[src/rtl/out_block_collector_if.sv]
// -----------------------------------------------------------------------------
// out_block_collector_if
// Groups the handshake and memory-write signals of out_block_collector.
//   start    : one-cycle pulse that begins a new result matrix
//   in_valid : a result block is present on in_data
//   in_ready : the collector takes the block when in_valid && in_ready
//   in_data  : N x N block, element (r,c) at [WIDTH*(r*N+c) +: WIDTH]
//   out_we   : write strobe to the row-major output memory
//   out_addr : row-major word address
//   out_data : one block-row segment, element c at [WIDTH*c +: WIDTH]
//   done     : level, the full matrix has been written
// Modports: slave = collector side, master = producer / memory side.
// -----------------------------------------------------------------------------
interface out_block_collector_if #(
  parameter int WIDTH      = 16,
  parameter int BLOCK_SIZE = 2,
  parameter int ADDR_WIDTH = 8
);
  logic                                   start;
  logic                                   in_valid;
  logic                                   in_ready;
  logic [WIDTH*BLOCK_SIZE*BLOCK_SIZE-1:0] in_data;
  logic                                   out_we;
  logic [ADDR_WIDTH-1:0]                  out_addr;
  logic [WIDTH*BLOCK_SIZE-1:0]            out_data;
  logic                                   done;

  modport slave (
    input  start, in_valid, in_data,
    output in_ready, out_we, out_addr, out_data, done
  );

  modport master (
    output start, in_valid, in_data,
    input  in_ready, out_we, out_addr, out_data, done
  );
endinterface

[src/rtl/out_block_collector.sv]
// -----------------------------------------------------------------------------
// out_block_collector
// Takes N x N result blocks from a systolic array, one at a time, and writes
// them into a row-major output memory one block row per cycle. Blocks arrive
// column-fastest across a ROW_SIZE_MAT_C x COL_SIZE_MAT_C grid of blocks; once
// the last block is written the collector parks in DONE with done high until
// the next start.
// Ports:
//   clk  : clock, rising edge
//   rst  : synchronous active-high reset (overrides start)
//   bus  : out_block_collector_if.slave (start, in_valid/in_ready/in_data,
//          out_we/out_addr/out_data, done)
// Optional feature: define OUT_COLLECTOR_RELU_EN to zero every negative
// element on its way to memory; without it elements pass unchanged.
// -----------------------------------------------------------------------------
module out_block_collector #(
  parameter int WIDTH          = 16,
  parameter int BLOCK_SIZE     = 2,
  parameter int ROW_SIZE_MAT_C = 8,
  parameter int COL_SIZE_MAT_C = 8,
  parameter int ADDR_WIDTH     = 8
) (
  input  logic                 clk,
  input  logic                 rst,
  out_block_collector_if.slave bus
);

  localparam int SEG_W = WIDTH * BLOCK_SIZE;
  localparam int ROW_W = (ROW_SIZE_MAT_C > 1) ? $clog2(ROW_SIZE_MAT_C) : 1;
  localparam int COL_W = (COL_SIZE_MAT_C > 1) ? $clog2(COL_SIZE_MAT_C) : 1;
  localparam int R_W   = (BLOCK_SIZE > 1) ? $clog2(BLOCK_SIZE) : 1;

  typedef enum logic [1:0] {IDLE, WRITE, DONE} state_t;

  state_t                                 state_q;
  logic [ROW_W-1:0]                       blk_row_q;
  logic [COL_W-1:0]                       blk_col_q;
  logic [R_W-1:0]                         r_q;
  logic [WIDTH*BLOCK_SIZE*BLOCK_SIZE-1:0] block_q;
  logic                                   out_we_q;
  logic [ADDR_WIDTH-1:0]                  out_addr_q;
  logic [SEG_W-1:0]                       out_data_q;
  logic                                   done_q;

  logic [R_W-1:0]   r_d;
  logic             last_row;
  logic             last_blk;
  logic             in_ready;
  logic [SEG_W-1:0] blk_seg [BLOCK_SIZE];

  // Optional ReLU applied to one block-row segment.
  function automatic logic [SEG_W-1:0] shape(input logic [SEG_W-1:0] seg);
    logic [SEG_W-1:0] res;
    res = seg;
`ifdef OUT_COLLECTOR_RELU_EN
    for (int c = 0; c < BLOCK_SIZE; c++) begin
      if (seg[WIDTH*c + WIDTH-1]) res[WIDTH*c +: WIDTH] = '0;
    end
`endif
    return res;
  endfunction

  function automatic logic [ADDR_WIDTH-1:0] word_addr(
    input logic [ROW_W-1:0] br,
    input logic [COL_W-1:0] bc,
    input logic [R_W-1:0]   rr
  );
    return ADDR_WIDTH'((32'(br) * 32'(BLOCK_SIZE) + 32'(rr))
                       * 32'(COL_SIZE_MAT_C) + 32'(bc));
  endfunction

  // Shaped rows of the latched block, indexed by block row.
  genvar gi;
  generate
    for (gi = 0; gi < BLOCK_SIZE; gi++) begin : g_row
      assign blk_seg[gi] = shape(block_q[SEG_W*gi +: SEG_W]);
    end
  endgenerate

  assign r_d      = r_q + R_W'(1);
  assign last_row = (r_q == R_W'(BLOCK_SIZE - 1));
  assign last_blk = (blk_row_q == ROW_W'(ROW_SIZE_MAT_C - 1)) &&
                    (blk_col_q == COL_W'(COL_SIZE_MAT_C - 1));

  // start must be seen combinationally so that a colliding block is refused.
  assign in_ready = (state_q == IDLE) && !bus.start && !rst;

  always_ff @(posedge clk) begin
    if (rst) begin
      state_q    <= IDLE;
      blk_row_q  <= '0;
      blk_col_q  <= '0;
      r_q        <= '0;
      block_q    <= '0;
      out_we_q   <= 1'b0;
      out_addr_q <= '0;
      out_data_q <= '0;
      done_q     <= 1'b0;
    end else if (bus.start) begin
      // Abandon whatever is in flight; address/data hold their last value.
      state_q   <= IDLE;
      blk_row_q <= '0;
      blk_col_q <= '0;
      r_q       <= '0;
      out_we_q  <= 1'b0;
      done_q    <= 1'b0;
    end else begin
      case (state_q)
        IDLE: begin
          out_we_q <= 1'b0;
          if (bus.in_valid && in_ready) begin
            // Row 0 goes out straight from the input so the first write
            // lands the cycle after the accept.
            block_q    <= bus.in_data;
            r_q        <= '0;
            out_we_q   <= 1'b1;
            out_addr_q <= word_addr(blk_row_q, blk_col_q, '0);
            out_data_q <= shape(bus.in_data[SEG_W-1:0]);
            state_q    <= WRITE;
          end
        end
        WRITE: begin
          // r_q is the row being written during this cycle.
          if (!last_row) begin
            r_q        <= r_d;
            out_we_q   <= 1'b1;
            out_addr_q <= word_addr(blk_row_q, blk_col_q, r_d);
            out_data_q <= blk_seg[r_d];
          end else begin
            r_q      <= '0;
            out_we_q <= 1'b0;
            if (last_blk) begin
              state_q <= DONE;
              done_q  <= 1'b1;
            end else begin
              state_q <= IDLE;
              if (blk_col_q == COL_W'(COL_SIZE_MAT_C - 1)) begin
                blk_col_q <= '0;
                blk_row_q <= blk_row_q + ROW_W'(1);
              end else begin
                blk_col_q <= blk_col_q + COL_W'(1);
              end
            end
          end
        end
        DONE: begin
          out_we_q <= 1'b0;
        end
        default: begin
          state_q  <= IDLE;
          out_we_q <= 1'b0;
        end
      endcase
    end
  end

  assign bus.in_ready = in_ready;
  assign bus.out_we   = out_we_q;
  assign bus.out_addr = out_addr_q;
  assign bus.out_data = out_data_q;
  assign bus.done     = done_q;

endmodule
[src/flat_wrapper.sv]
// flat-port wrapper written by rule: the top's interface ports become plain ports
module out_block_collector_flat 
#(
  parameter int WIDTH          = 16,
  parameter int BLOCK_SIZE     = 2,
  parameter int ROW_SIZE_MAT_C = 8,
  parameter int COL_SIZE_MAT_C = 8,
  parameter int ADDR_WIDTH     = 8
)
  (clk, rst, bus_start, bus_in_valid, bus_in_data, bus_in_ready, bus_out_we, bus_out_addr, bus_out_data, bus_done);
  out_block_collector_if #(.WIDTH(WIDTH), .BLOCK_SIZE(BLOCK_SIZE), .ADDR_WIDTH(ADDR_WIDTH)) bus_i ();
  input  logic clk;
  input  logic rst;
  input wire logic [$bits(bus_i.start)-1:0] bus_start;
  input wire logic [$bits(bus_i.in_valid)-1:0] bus_in_valid;
  input wire logic [$bits(bus_i.in_data)-1:0] bus_in_data;
  output wire logic [$bits(bus_i.in_ready)-1:0] bus_in_ready;
  output wire logic [$bits(bus_i.out_we)-1:0] bus_out_we;
  output wire logic [$bits(bus_i.out_addr)-1:0] bus_out_addr;
  output wire logic [$bits(bus_i.out_data)-1:0] bus_out_data;
  output wire logic [$bits(bus_i.done)-1:0] bus_done;
  assign bus_i.start = bus_start;
  assign bus_i.in_valid = bus_in_valid;
  assign bus_i.in_data = bus_in_data;
  assign bus_in_ready = bus_i.in_ready;
  assign bus_out_we = bus_i.out_we;
  assign bus_out_addr = bus_i.out_addr;
  assign bus_out_data = bus_i.out_data;
  assign bus_done = bus_i.done;
  out_block_collector #(.WIDTH(WIDTH), .BLOCK_SIZE(BLOCK_SIZE), .ROW_SIZE_MAT_C(ROW_SIZE_MAT_C), .COL_SIZE_MAT_C(COL_SIZE_MAT_C), .ADDR_WIDTH(ADDR_WIDTH)) u_core (.clk(clk), .rst(rst), .bus(bus_i));
endmodule
[config.mk]
export PLATFORM = sky130hd
export DESIGN_NAME = out_block_collector_flat
export DESIGN_NICKNAME = d
export VERILOG_FILES = /design/src/rtl/out_block_collector_if.sv /design/src/rtl/out_block_collector.sv /design/src/flat_wrapper.sv
export SDC_FILE = /design/constraint.sdc
export NUM_CORES = 1
export LEC_CHECK = 0
export BUFFER_PORTS_ARGS = -buffer_cell sky130_fd_sc_hd__buf_2
export CAP_MARGIN = 25
export CORE_MARGIN = 2
export CORE_UTILIZATION = 40
export CTS_BUF_LIST = sky130_fd_sc_hd__clkbuf_16
export CTS_CLUSTER_SIZE = 14
export DETAILED_ROUTE_END_ITERATION = 10
export HOLD_SLACK_MARGIN = 0.15
export PLACE_DENSITY = 0.63
export SLEW_MARGIN = 20
export SYNTH_ARGS = -nofsm -noshare
export SYNTH_HDL_FRONTEND = slang
export SYNTH_SLANG_ARGS = --single-unit
[constraint.sdc]
create_clock -name clk -period 2.25 [get_ports clk]
set_input_delay 0.1125 -clock clk [delete_from_list [all_inputs] [get_ports clk]]
set_output_delay 0.1125 -clock clk [all_outputs]
set_load 0.05 [all_outputs]
# Word-level counts from Yosys, hierarchy flattened
# Index checks and enable logic that the tools add are counted.
# classes
addsub	6
n_lt_le_gt_ge	1
n_eq_ne	7
mux	20
bitwise_logic	4
n_reduce_logical	16
# op_table
op	count
32-bit two-way mux	5
32-bit one-hot mux with 2 select lines	1
8-bit two-way mux	2
8-bit one-hot mux with 2 select lines	1
3-bit AND reduction	4
7-bit by 3-bit adder with 8-bit output	1
8-bit by 3-bit adder with 8-bit output	1
4-bit AND reduction	2
3-bit by 1-bit adder with 3-bit output (second input constant)	2
3-bit equality test (second input constant)	2
2-bit two-way mux	3
2-bit one-hot mux with 3 select lines	1
4-bit by 1-bit adder with 5-bit output	1
1-bit logical AND	4
1-bit two-way mux	4
2-bit inequality test (second input constant)	2
1-bit one-hot mux with 2 select lines	2
3-bit two-way mux	1
1-bit NOT	3
2-bit by 1-bit equality test with 1-bit output (second input constant)	1
2-bit equality test (second input constant)	1
2-bit >= comparator (second input constant)	1
1-bit zero test	2
2-bit zero test	1
6 further kinds	6
# totals
regBits	115
inputBits	68
output_inout_bits	43
word_cells	63

# Logic depth before layout (Yosys ltp)
# depth
ltp_word	7
ltp_mapped	7
mapped_depth_nobuf	6

# Worst setup path before layout
# No wires, ideal clock.
# synth_timing
kind	reg2reg
startpoint	register u_core.state_q[1]
endpoint	register u_core.block_q[10]
setup_time_ps	132
arrival_ps	1715
slack_ps	403
path_stages_with_launch	7
path_buffers	2
period_less_slack_ps	1847
path_cell_list	dfxtp_1 nor4_4 nand2_1 buf_2 buf_2 nand2_1 a21oi_1
# synth_via
elab_chain_len	5
# synth_lines
element	line	rtl
start: declaration	out_block_collector.sv:35	state_t state_q;
start signal: assignment	out_block_collector.sv:90	state_q <= IDLE;
start signal: assignment	out_block_collector.sv:101	state_q <= IDLE;
start signal: assignment	out_block_collector.sv:119	state_q <= WRITE;
2-bit zero test	out_block_collector.sv:86	assign in_ready = (state_q == IDLE) && !bus.start && !rst;
1-bit logical AND (2 in a row)	out_block_collector.sv:86	
named net bus_in_ready	flat_wrapper.sv:17	output wire logic [$bits(bus_i.in_ready)-1:0] bus_in_ready;
1-bit logical AND	out_block_collector.sv:111	if (bus.in_valid && in_ready) begin
3-bit AND reduction (no source line)	--	
end signal: assignment	out_block_collector.sv:114	block_q <= bus.in_data;
end: declaration	out_block_collector.sv:39	logic [WIDTH*BLOCK_SIZE*BLOCK_SIZE-1:0] block_q;
# The timed path passes the listed nets, and every way through them passes these cells.
# A chain may end at the register's enable or synchronous reset.

# Final worst setup path
# layout_timing
startpoint	register u_core.r_q, in the netlist u_core.last_row
endpoint	register u_core.out_data_q[17], in the netlist u_core.bus.out_data[17]
# layout_via
elab_chain_len	7
elab_cells_between_ends	9
classes_between	add/sub: 1; eq/ne: 1; mux: 5; bitwise: 1; reduce/logical: 1
# layout_lines
element	line	rtl
start: declaration	out_block_collector.sv:38	logic [R_W-1:0] r_q;
start signal: assignment	out_block_collector.sv:125	r_q <= r_d;
1-bit adder	out_block_collector.sv:80	assign r_d = r_q + R_W'(1);
1-bit NOT with 2-bit output (not written as such)	out_block_collector.sv:128	out_data_q <= blk_seg[r_d];
32-bit two-way mux (not written as such) (3 in a row)	out_block_collector.sv:128	
32-bit two-way mux	out_block_collector.sv:124	if (!last_row) begin
32-bit one-hot mux with 2 select lines	out_block_collector.sv:108	case (state_q)
end signal: assignment	out_block_collector.sv:118	out_data_q <= shape(bus.in_data[SEG_W-1:0]);
end signal: assignment	out_block_collector.sv:128	
end: declaration	out_block_collector.sv:42	logic [SEG_W-1:0] out_data_q;
# Parallel ways exist; a longest one is shown, timed or not. The select of a mux whose other input is x is not followed.

==> metrics.txt <==
status=completed; synth unique cells=28; synthesized instance count=between 500 and 600; Sink Count=114; H-Tree Level Count=4; maxcap violations=0; top cell type's share of synthesized area=slightly below 50%; min Tclk post-route=1.68 ns; Initial DRC Count=~230; synthesized area per cell=between 8 and 9 um^2; Initial Util=between 40% and 50%; RSZ-0062 raised after global routing=false; register area share after synthesis=48.8%; mapped cell area=0.00468 mm^2; ANT nets after route=0; NetSw=~1.4 mW; post-route cell area=0.00659 mm^2; CTS tree=done; worst min path class=primary input to register; CP endpoint kind=register; initial antenna violation count=0; Critical Path AT=1.95 ns; Syn. warnings=0; Comb pwr share=10.7%; total power per unit cell area=856 mW/mm^2; Root Buffer=clkbuf_16; core area=0.0114 mm^2; HPWL Detailed=7530 um; FMAX=594 MHz; ys flop type=dfxtp_1; final setup fails=0; WL/cell=13.8 um; via count=4405; clock share of power=51.5%; final core occ=57.7%; largest cells by area after synthesis=dfxtp_1 49%, nand2_1 17%, a21oi_1 11%, mux2i_1 7.5%, o211ai_1 5.1%; Detailed Routing Iterations Pass 1=5; most used cell, CP=buf_4; Total Wirelength=12300 um; CP Launch Type=register; Area after DPL=0.00528 mm^2; leading area contributor after synthesis=dfxtp_1; skew final=0.00880 ns; syn_nets=roughly 650; Tot Pwr=5.64 mW; GRT overflow=0; largest net degree at the start of global routing=65; CP max-delay cell=buf_4; Rel. slew slack=between 50 and 60%; diode count=0; required time of the worst setup path=2.51 ns; number of global-route vias before repair=4304; first-pass GRT wire length=20100 um; insertion delay to the later sink of the worst-skew pair=0.41 ns; Seq cells post-synth=114; EDFF count, synth=0; Pleak=2.51 nW; worst-margin pin slew=0.662 ns; Row Count=39; Die H=112 um; DRC=0; total global-route track usage=19.7%; fin crit share=74.8%; TNS Setup=0 ns; Crit Path Category=register to register; Pint=4.28 mW; Worst-path clk slew=around 0.050 ns; VDD IR max=419 uV; number of port buffers=109; fraction of layout cells with a size suffix above 1=21.3%; final hold vios=0; RePlAce Congestion=a little over 0.7; Die ar.=0.0126 mm^2; commonest non-fill, non-tap cell in the layout=nand2_1; Final nets=805; DR vias/cell=4.96; most frequent cells in the layout=205 x nand2_1, 113 x dfxtp_1, 108 x buf_2, 106 x a21oi_1, 64 x dlygate4sd3_1; Crit path largest cell delay=0.42 ns; Worst Hold Margin=about 0.17 ns; fillers=1050; die width=112 um; Setup Buffers After CTS=0; Max Root-Sink Buffers=2; Slew Limit Fails=0; Synth-to-Final Area Change=40.8%; Async SR Flop Fraction=0%; sw frac=24.1%; CP cell instances=buf_4 > buf_4 > mux2i_1 > nand2_1 > o211ai_1 > a21oi_1; Flop pwr share=a little under two fifths; Ports=111; Worst Path Max Fanout=23; CTS buffer count=17
synthesized netlist by cell type, types with 2 or more instances:
cell type    n
nand2_1    206
buf_2       18
nand2b_1     2
nand3b_1     2
o211ai_1    32
nor3_1       2
buf_4        5
ha_1         4
buf_6        5
dfxtp_1    114
o21ai_0      3
or2_2        2
nor2_1       9
a21oi_1    106
clkbuf_1    19
mux2i_1     35
per-stage QoR:
step                std cells  worst slack [ns]
detailed placement        792             0.456
floorplan                 576             0.403
finish                    889             0.568
global route              889             0.390
CTS                       888             0.444
global placement          792             0.466
registers in the layout, indices dropped and copies added, names as in the netlist:
signal,count
u_core.bus.done,1
u_core.state_q,2
u_core.bus.out_data,32
u_core.bus.out_we,1
u_core.blk_col_q,3
u_core.bus.out_addr,7
u_core.block_q,64
u_core.blk_row_q,3
u_core.last_row,1
worst max-delay path: cells and delay by family (launching register included):
kind | cells | cell delay, ns
buffers and inverters | 2 | 0.68
AND/OR/NAND/NOR | 1 | 0.07
AO/OA/AOI/OAI | 2 | 0.21
multiplexers | 1 | 0.23
flip-flops | 1 | 0.32
power groups by stage:
stage / Sequential [mW] / Combinational, mW / Clock [mW]
final: 2.13 / 0.605 / 2.90
after global routing: 2.14 / 0.658 / 3.06
after CTS: 2.13 / 0.600 / 2.94
after detailed placement: 2.17 / 0.514 / 0
after global placement: 2.17 / 0.508 / 0
after floorplan: 2.28 / 0.243 / 0
worst paths after layout:
path	from	to	slack, ns	cells past startpoint
worst max-delay path	u_core.last_row$_SDFFE_PP0P_	u_core.bus.out_data[17]$_SDFFE_PP0P_	0.57	6
worst min-delay path	bus_start	u_core.last_row$_SDFFE_PP0P_	0.17	3
worst max register to register	u_core.last_row$_SDFFE_PP0P_	u_core.bus.out_data[17]$_SDFFE_PP0P_	0.57	6
worst min register to register	u_core.bus.out_data[26]$_SDFFE_PP0P_	u_core.bus.out_data[26]$_SDFFE_PP0P_	0.45	2
layout make-up:
class                   instances  area, um^2  area share, %
inverters                       1        3.75         0.0570
flip-flops and latches        114        2280           34.7
clock buffers                  17         425           6.46
multi-input cells             414        2150           32.7
repair buffers                185        1320           20.1
well taps                     143         179           2.72
clock inverters                15         216           3.29
repair_timing:
action / in CTS / in global routing
resized for setup: 0 / 0
setup endpoints to repair: 0 / 0
hold buffers: 64 / 0
hold endpoints to repair: 96 / 0
layer usage:
layer  GRT usage, %  wire (um)  vias to the layer above
li1               -          -                     2249
met1           23.6       5380                     2025
met5              0          0                        -
met4           8.21        246                        0
met2           34.1       6070                      108
met3           4.81        558                       23
kinds of logic after synthesis:
logic type / after synthesis / synth area share (%)
XOR/XNOR: 1 / 0.187
flip-flops: 114 / 48.8
other: 1 / 0.0802
multiplexers: 35 / 7.49
AO/OA/AOI/OAI: 143 / 17.1
AND/OR/NAND/NOR: 230 / 19.7
buffers and inverters: 48 / 5.54
adder cells (fa/ha/maj): 4 / 1.07
(Power assumes the default switching activity.)
